--- src/rtl/fetch_unit.sv ---
`default_nettype none
// ============================================================================
// Module   : fetch_unit
// Brief    : Instruction fetch stage. Boots from a memory-held reset vector,
//            assembles one/two-word instructions and honours stall/flush.
//            Optional interrupt entry is enabled by defining FETCH_INT_EN.
// Revision : 1.0 - initial release
// ============================================================================
module fetch_unit #(
    parameter int                DATA_W    = 16,
    parameter logic [DATA_W-1:0] RESET_VEC = '0,
    parameter logic [DATA_W-1:0] INT_VEC   = {{(DATA_W-1){1'b0}}, 1'b1}
) (
    input  logic              CLK,
    input  logic              RST,
    input  logic              STALL,
    input  logic              FLUSH,
    input  logic [DATA_W-1:0] BR_TARGET,
    output logic [DATA_W-1:0] IMEM_ADDR,
    input  logic [DATA_W-1:0] IMEM_DATA,
    output logic [DATA_W-1:0] IR_OUT,
    output logic [DATA_W-1:0] IMM_OUT,
    output logic [DATA_W-1:0] PC_OUT,
    output logic              VALID
`ifdef FETCH_INT_EN
   ,input  logic              INT,
    output logic              INT_ACK,
    output logic [DATA_W-1:0] EPC
`endif
);

    localparam logic [1:0] S_BOOT  = 2'd0;
    localparam logic [1:0] S_FETCH = 2'd1;
    localparam logic [1:0] S_IMM   = 2'd2;
`ifdef FETCH_INT_EN
    localparam logic [1:0] S_INTV  = 2'd3;
`endif

    logic [1:0]        state;
    logic [DATA_W-1:0] pc;
    logic [DATA_W-1:0] pc_inc;
    logic              two_word;

    // Wraps naturally at 2^DATA_W.
    assign pc_inc   = pc + DATA_W'(1);
    assign two_word = (IMEM_DATA[DATA_W-1 -: 2] == 2'b11);

    always_comb begin
        IMEM_ADDR = pc;
        case (state)
            S_BOOT:  IMEM_ADDR = RESET_VEC;
`ifdef FETCH_INT_EN
            S_INTV:  IMEM_ADDR = INT_VEC;
`endif
            default: IMEM_ADDR = pc;
        endcase
    end

`ifdef FETCH_INT_EN
    assign INT_ACK = (state == S_INTV);
`else
    logic unused_int_vec;
    assign unused_int_vec = ^INT_VEC;
`endif

    always_ff @(posedge CLK or posedge RST) begin
        if (RST) begin
            state   <= S_BOOT;
            pc      <= '0;
            IR_OUT  <= '0;
            IMM_OUT <= '0;
            PC_OUT  <= '0;
            VALID   <= 1'b0;
`ifdef FETCH_INT_EN
            EPC     <= '0;
`endif
        end else begin
            case (state)
                S_BOOT: begin
                    pc    <= IMEM_DATA;
                    VALID <= 1'b0;
                    state <= S_FETCH;
                end
                S_FETCH: begin
                    if (FLUSH) begin
                        pc    <= BR_TARGET;
                        VALID <= 1'b0;
                    end else if (!STALL) begin
`ifdef FETCH_INT_EN
                        if (INT) begin
                            // Fetch of this cycle is dropped; pc resumes here.
                            EPC   <= pc;
                            VALID <= 1'b0;
                            state <= S_INTV;
                        end else
`endif
                        begin
                            IR_OUT <= IMEM_DATA;
                            pc     <= pc_inc;
                            PC_OUT <= pc_inc;
                            if (two_word) begin
                                VALID <= 1'b0;
                                state <= S_IMM;
                            end else begin
                                IMM_OUT <= '0;
                                VALID   <= 1'b1;
                            end
                        end
                    end
                end
                S_IMM: begin
                    if (FLUSH) begin
                        pc    <= BR_TARGET;
                        VALID <= 1'b0;
                        state <= S_FETCH;
                    end else if (!STALL) begin
                        IMM_OUT <= IMEM_DATA;
                        pc      <= pc_inc;
                        PC_OUT  <= pc_inc;
                        VALID   <= 1'b1;
                        state   <= S_FETCH;
                    end
                end
`ifdef FETCH_INT_EN
                S_INTV: begin
                    pc    <= IMEM_DATA;
                    VALID <= 1'b0;
                    state <= S_FETCH;
                end
`endif
                default: begin
                    state <= S_BOOT;
                end
            endcase
        end
    end

endmodule
`default_nettype wire

--- config.mk ---
export PLATFORM = sky130hd
export DESIGN_NAME = fetch_unit
export DESIGN_NICKNAME = d
export VERILOG_FILES = /design/src/rtl/fetch_unit.sv
export SDC_FILE = /design/constraint.sdc
export NUM_CORES = 1
export LEC_CHECK = 0
export CORE_MARGIN = 2
export CORE_UTILIZATION = 48
export CTS_CLUSTER_SIZE = 10
export DETAILED_ROUTE_END_ITERATION = 10
export GPL_ROUTABILITY_DRIVEN = 0
export GPL_TIMING_DRIVEN = 0
export PLACE_DENSITY = 0.81
export SLEW_MARGIN = 5
export SYNTH_ARGS = -nofsm -noshare
export SYNTH_HDL_FRONTEND = slang
export SYNTH_SLANG_ARGS = --single-unit
export TNS_END_PERCENT = 100
--- constraint.sdc ---
create_clock -name CLK -period 2.51 [get_ports CLK]
set_clock_uncertainty 0.2 [all_clocks]
set_input_delay 0.502 -clock CLK [delete_from_list [all_inputs] [get_ports CLK]]
set_output_delay 0.502 -clock CLK [all_outputs]
set_load 0.01 [all_outputs]
==> run metrics <==
gr usage total between 20% and 30%; vias in the first global route between 3000 and 4000; Syn. warnings 0; die area approximately 0.008 mm²; Final Net Count 511; Slew HR between 40% and 50%; Starting Density 50.1%; Max VDD drop 616 µV; total grt overflow 0; Power Density 1360 mW/mm²; P_sw 2600 µW; Req. time, crit path 1.81 ns; metal2 WL ~4.7 mm; Critical Path AT 1.76 ns; Seq cells post-synth 67; CP max stage cell clkdlybuf4s50_1; initial antenna violation count 0; # IOs ~100; DRT Wirelength a little under 10 mm; Leakage about 0.0020 µW; most frequent cells after synthesis dfrtp_1, nand2_1, a21oi_1, o21ai_0, nor2_1; chip width 88.5 µm; # H-tree levels 3; wire length on met3 691 µm; maximum clock insertion buffer count 2; Reg area 0.00168 mm²; first-pass GRT wire length 15.6 mm; Design Power 6520 µW; EDFF count, synth 0; status complete, no violations; Iteration-0 DRC Markers 268; Final min period 2.46 ns; top-count cell post-synth dfrtp_1; Syn Nets roughly 400; area of the multi-input gates approximately 0.0016 mm²; CTS buffer count 9; power share of the clock group 14.2%; CTS root buffer clkbuf_8; crit start category register; Core Rows 30; Sequential Power Share 30.7%; clock slew at reported path FFs 0.08 ns; commonest register cell after synthesis dfrtp_1; post-DP HPWL a little over 7 mm; Via Count 3194; Die Ht 88.5 µm; Critical Path Sink Type primary output; Inserted Diodes 0; maxcap violations 0; setup slack, reg-to-reg 0.12 ns; Num Clock Sinks 67; routed len/inst 17.2 µm; share of the synthesized area in the top cell type 49.0%; Seq/Total Area, Yosys 49.0%; fillers 571; top achievable clock speed 0.406 GHz; router iterations before antenna repair 5; Core Footprint 0.00683 mm²; hold slack 0.293 ns; fin crit share a little over nine tenths; top cells by area, synth dfrtp_1, mux2_2, nand2_1; final hold violation count 0; CP peak stage delay 0.55 ns; combinational power share 55.1%; Post-Layout Inst Area roughly 0.0048 mm²; worst-path fanout max 9; dpl cell area 0.00455 mm²; Yosys cell types 46; final setup vio count 0; Avg Inst Size Synth 9.59 µm²; share of layout cells above drive strength 1 between 10% and 20%; ANT nets after route 0; Via-to-Cell Ratio around 5.6; path type of the worst setup path register to primary output; min-delay worst type register to register; asr flop ratio synth between 90% and 100%; # placed instances between 500 and 600; Worst Max-Slew Pin Slew 0.833 ns; largest net degree at the start of global routing 68; Clk Latency, worst-skew pair about 0.35 ns; Post-Route M1 WL 4.15 mm; Top Metal Used met4; TritonCTS clock tree built; crit-path cells inv_1, ha_4, nor2b_1, clkdlybuf4s50_1; port bufs 100; Sw Share 39.9%; # DRC 0; Pint 3920 µW; non-filler cells, final 570; Synth Instances 357; RSZ-0062 raised after global routing false; leading area contributor after synthesis dfrtp_1; Mapped Area 0.00342 mm²; Syn-to-layout area delta 39.5%; Max Slew Vio Count 0
==> cell families (layout without fill, tap and decap cells) <==
| group | count (synthesis) | after routing | share of synthesized area (%) |
|---|---|---|---|
| xor gates and xnor gates | 14 | 14 | 3.58 |
| adders and majority gates | 6 | 6 | 2.19 |
| and+or+nand+nor | 125 | 125 | 18.3 |
| buffers and inverters | 33 | 150 | 3.87 |
| DFF | 67 | 67 | 49.0 |
| AOI/OAI and AO/OA | 88 | 88 | 15.4 |
| muxes | 24 | 24 | 7.71 |
==> state kept, by name, indices dropped and copies added, names as in the netlist <==
signal,count
IMM_OUT,16
IR_OUT,16
PC_OUT,16
pc,16
state,2
VALID,1
==> cell usage in the layout, fill, tap and decap left out, types with 7 or more instances in the layout <==
cell	synthesis	layout
buf_2	7	7
nor2_1	29	28
nor2b_1	17	17
dfrtp_1	67	67
xnor2_1	10	10
nand3_1	7	7
inv_1	8	7
clkbuf_1	17	14
o21ai_0	30	30
clkbuf_8	0	10
dlygate4sd2_1	0	9
clkdlybuf4s50_1	0	91
nand2_1	44	44
a21oi_1	30	29
mux2_2	19	19
==> layer usage <==
| metal | up-vias | track usage [%] |
|---|---|---|
| li1 | 1478 | - |
| met1 | 1529 | 36.2 |
| met2 | 158 | 40.5 |
| met3 | 29 | 4.57 |
| met4 | 0 | 12.5 |
| met5 | - | 0 |
==> worst paths after layout <==
path | from | end | cells after the start
worst min register to register | IMM_OUT[1] | IMM_OUT[1] | 2
min in group asynchronous | RST | IR_OUT[3] | 2
worst max-delay path | state[1] | IMEM_ADDR[5] | 4
worst max register to register | state[1] | IR_OUT[9] | 6
max in group asynchronous | RST | PC_OUT[15] | 2
worst min-delay path | IMM_OUT[1] | IMM_OUT[1] | 2
==> area by class of cell <==
type                       count  share of cell area, %
inverter                       9                  0.760
tap                           96                   2.51
sequential                    67                   35.1
clock inverter                 5                   1.31
timing repair buffer         102                   21.0
buffer                        23                   2.12
multi-input combinational    257                   34.2
clock buffer                  11                   2.96
==> worst max-delay path, delay by kind of cell, from the launching register on <==
kind,cells,cell delay [ns]
AND/OR/NAND/NOR,1,0.14
adder cells (fa/ha/maj),1,0.22
buffers and inverters,2,0.66
flip-flops,1,0.38
==> power groups by stage <==
stage | Clock (µW) | Sequential [µW] | Combinational [µW]
after floorplan | 0 | 2130 | 1760
after global placement | 0 | 1990 | 3430
after detailed placement | 0 | 2020 | 3510
after CTS | 934 | 1990 | 3580
after global routing | 985 | 2060 | 3900
final | 928 | 2000 | 3590
==> stage by stage <==
stage          utilization, %  setup TNS (ns)  worst slack (ns)
2_1_floorplan               -               0             0.125
3_3_place_gp             66.5          -77.06             -1.02
3_5_place_dp             66.6          -11.52            -0.400
4_1_cts                  69.9               0            0.0640
5_1_grt                  69.9               0           0.00149
6_report                 69.9               0            0.0494
==> timing repair <==
action	CTS	global route
resized for setup	17	0
hold buffers	0	0
setup buffers	2	0
endpoints found under the setup margin	45	0
Note: power is estimated with default switching activity, not from simulation.
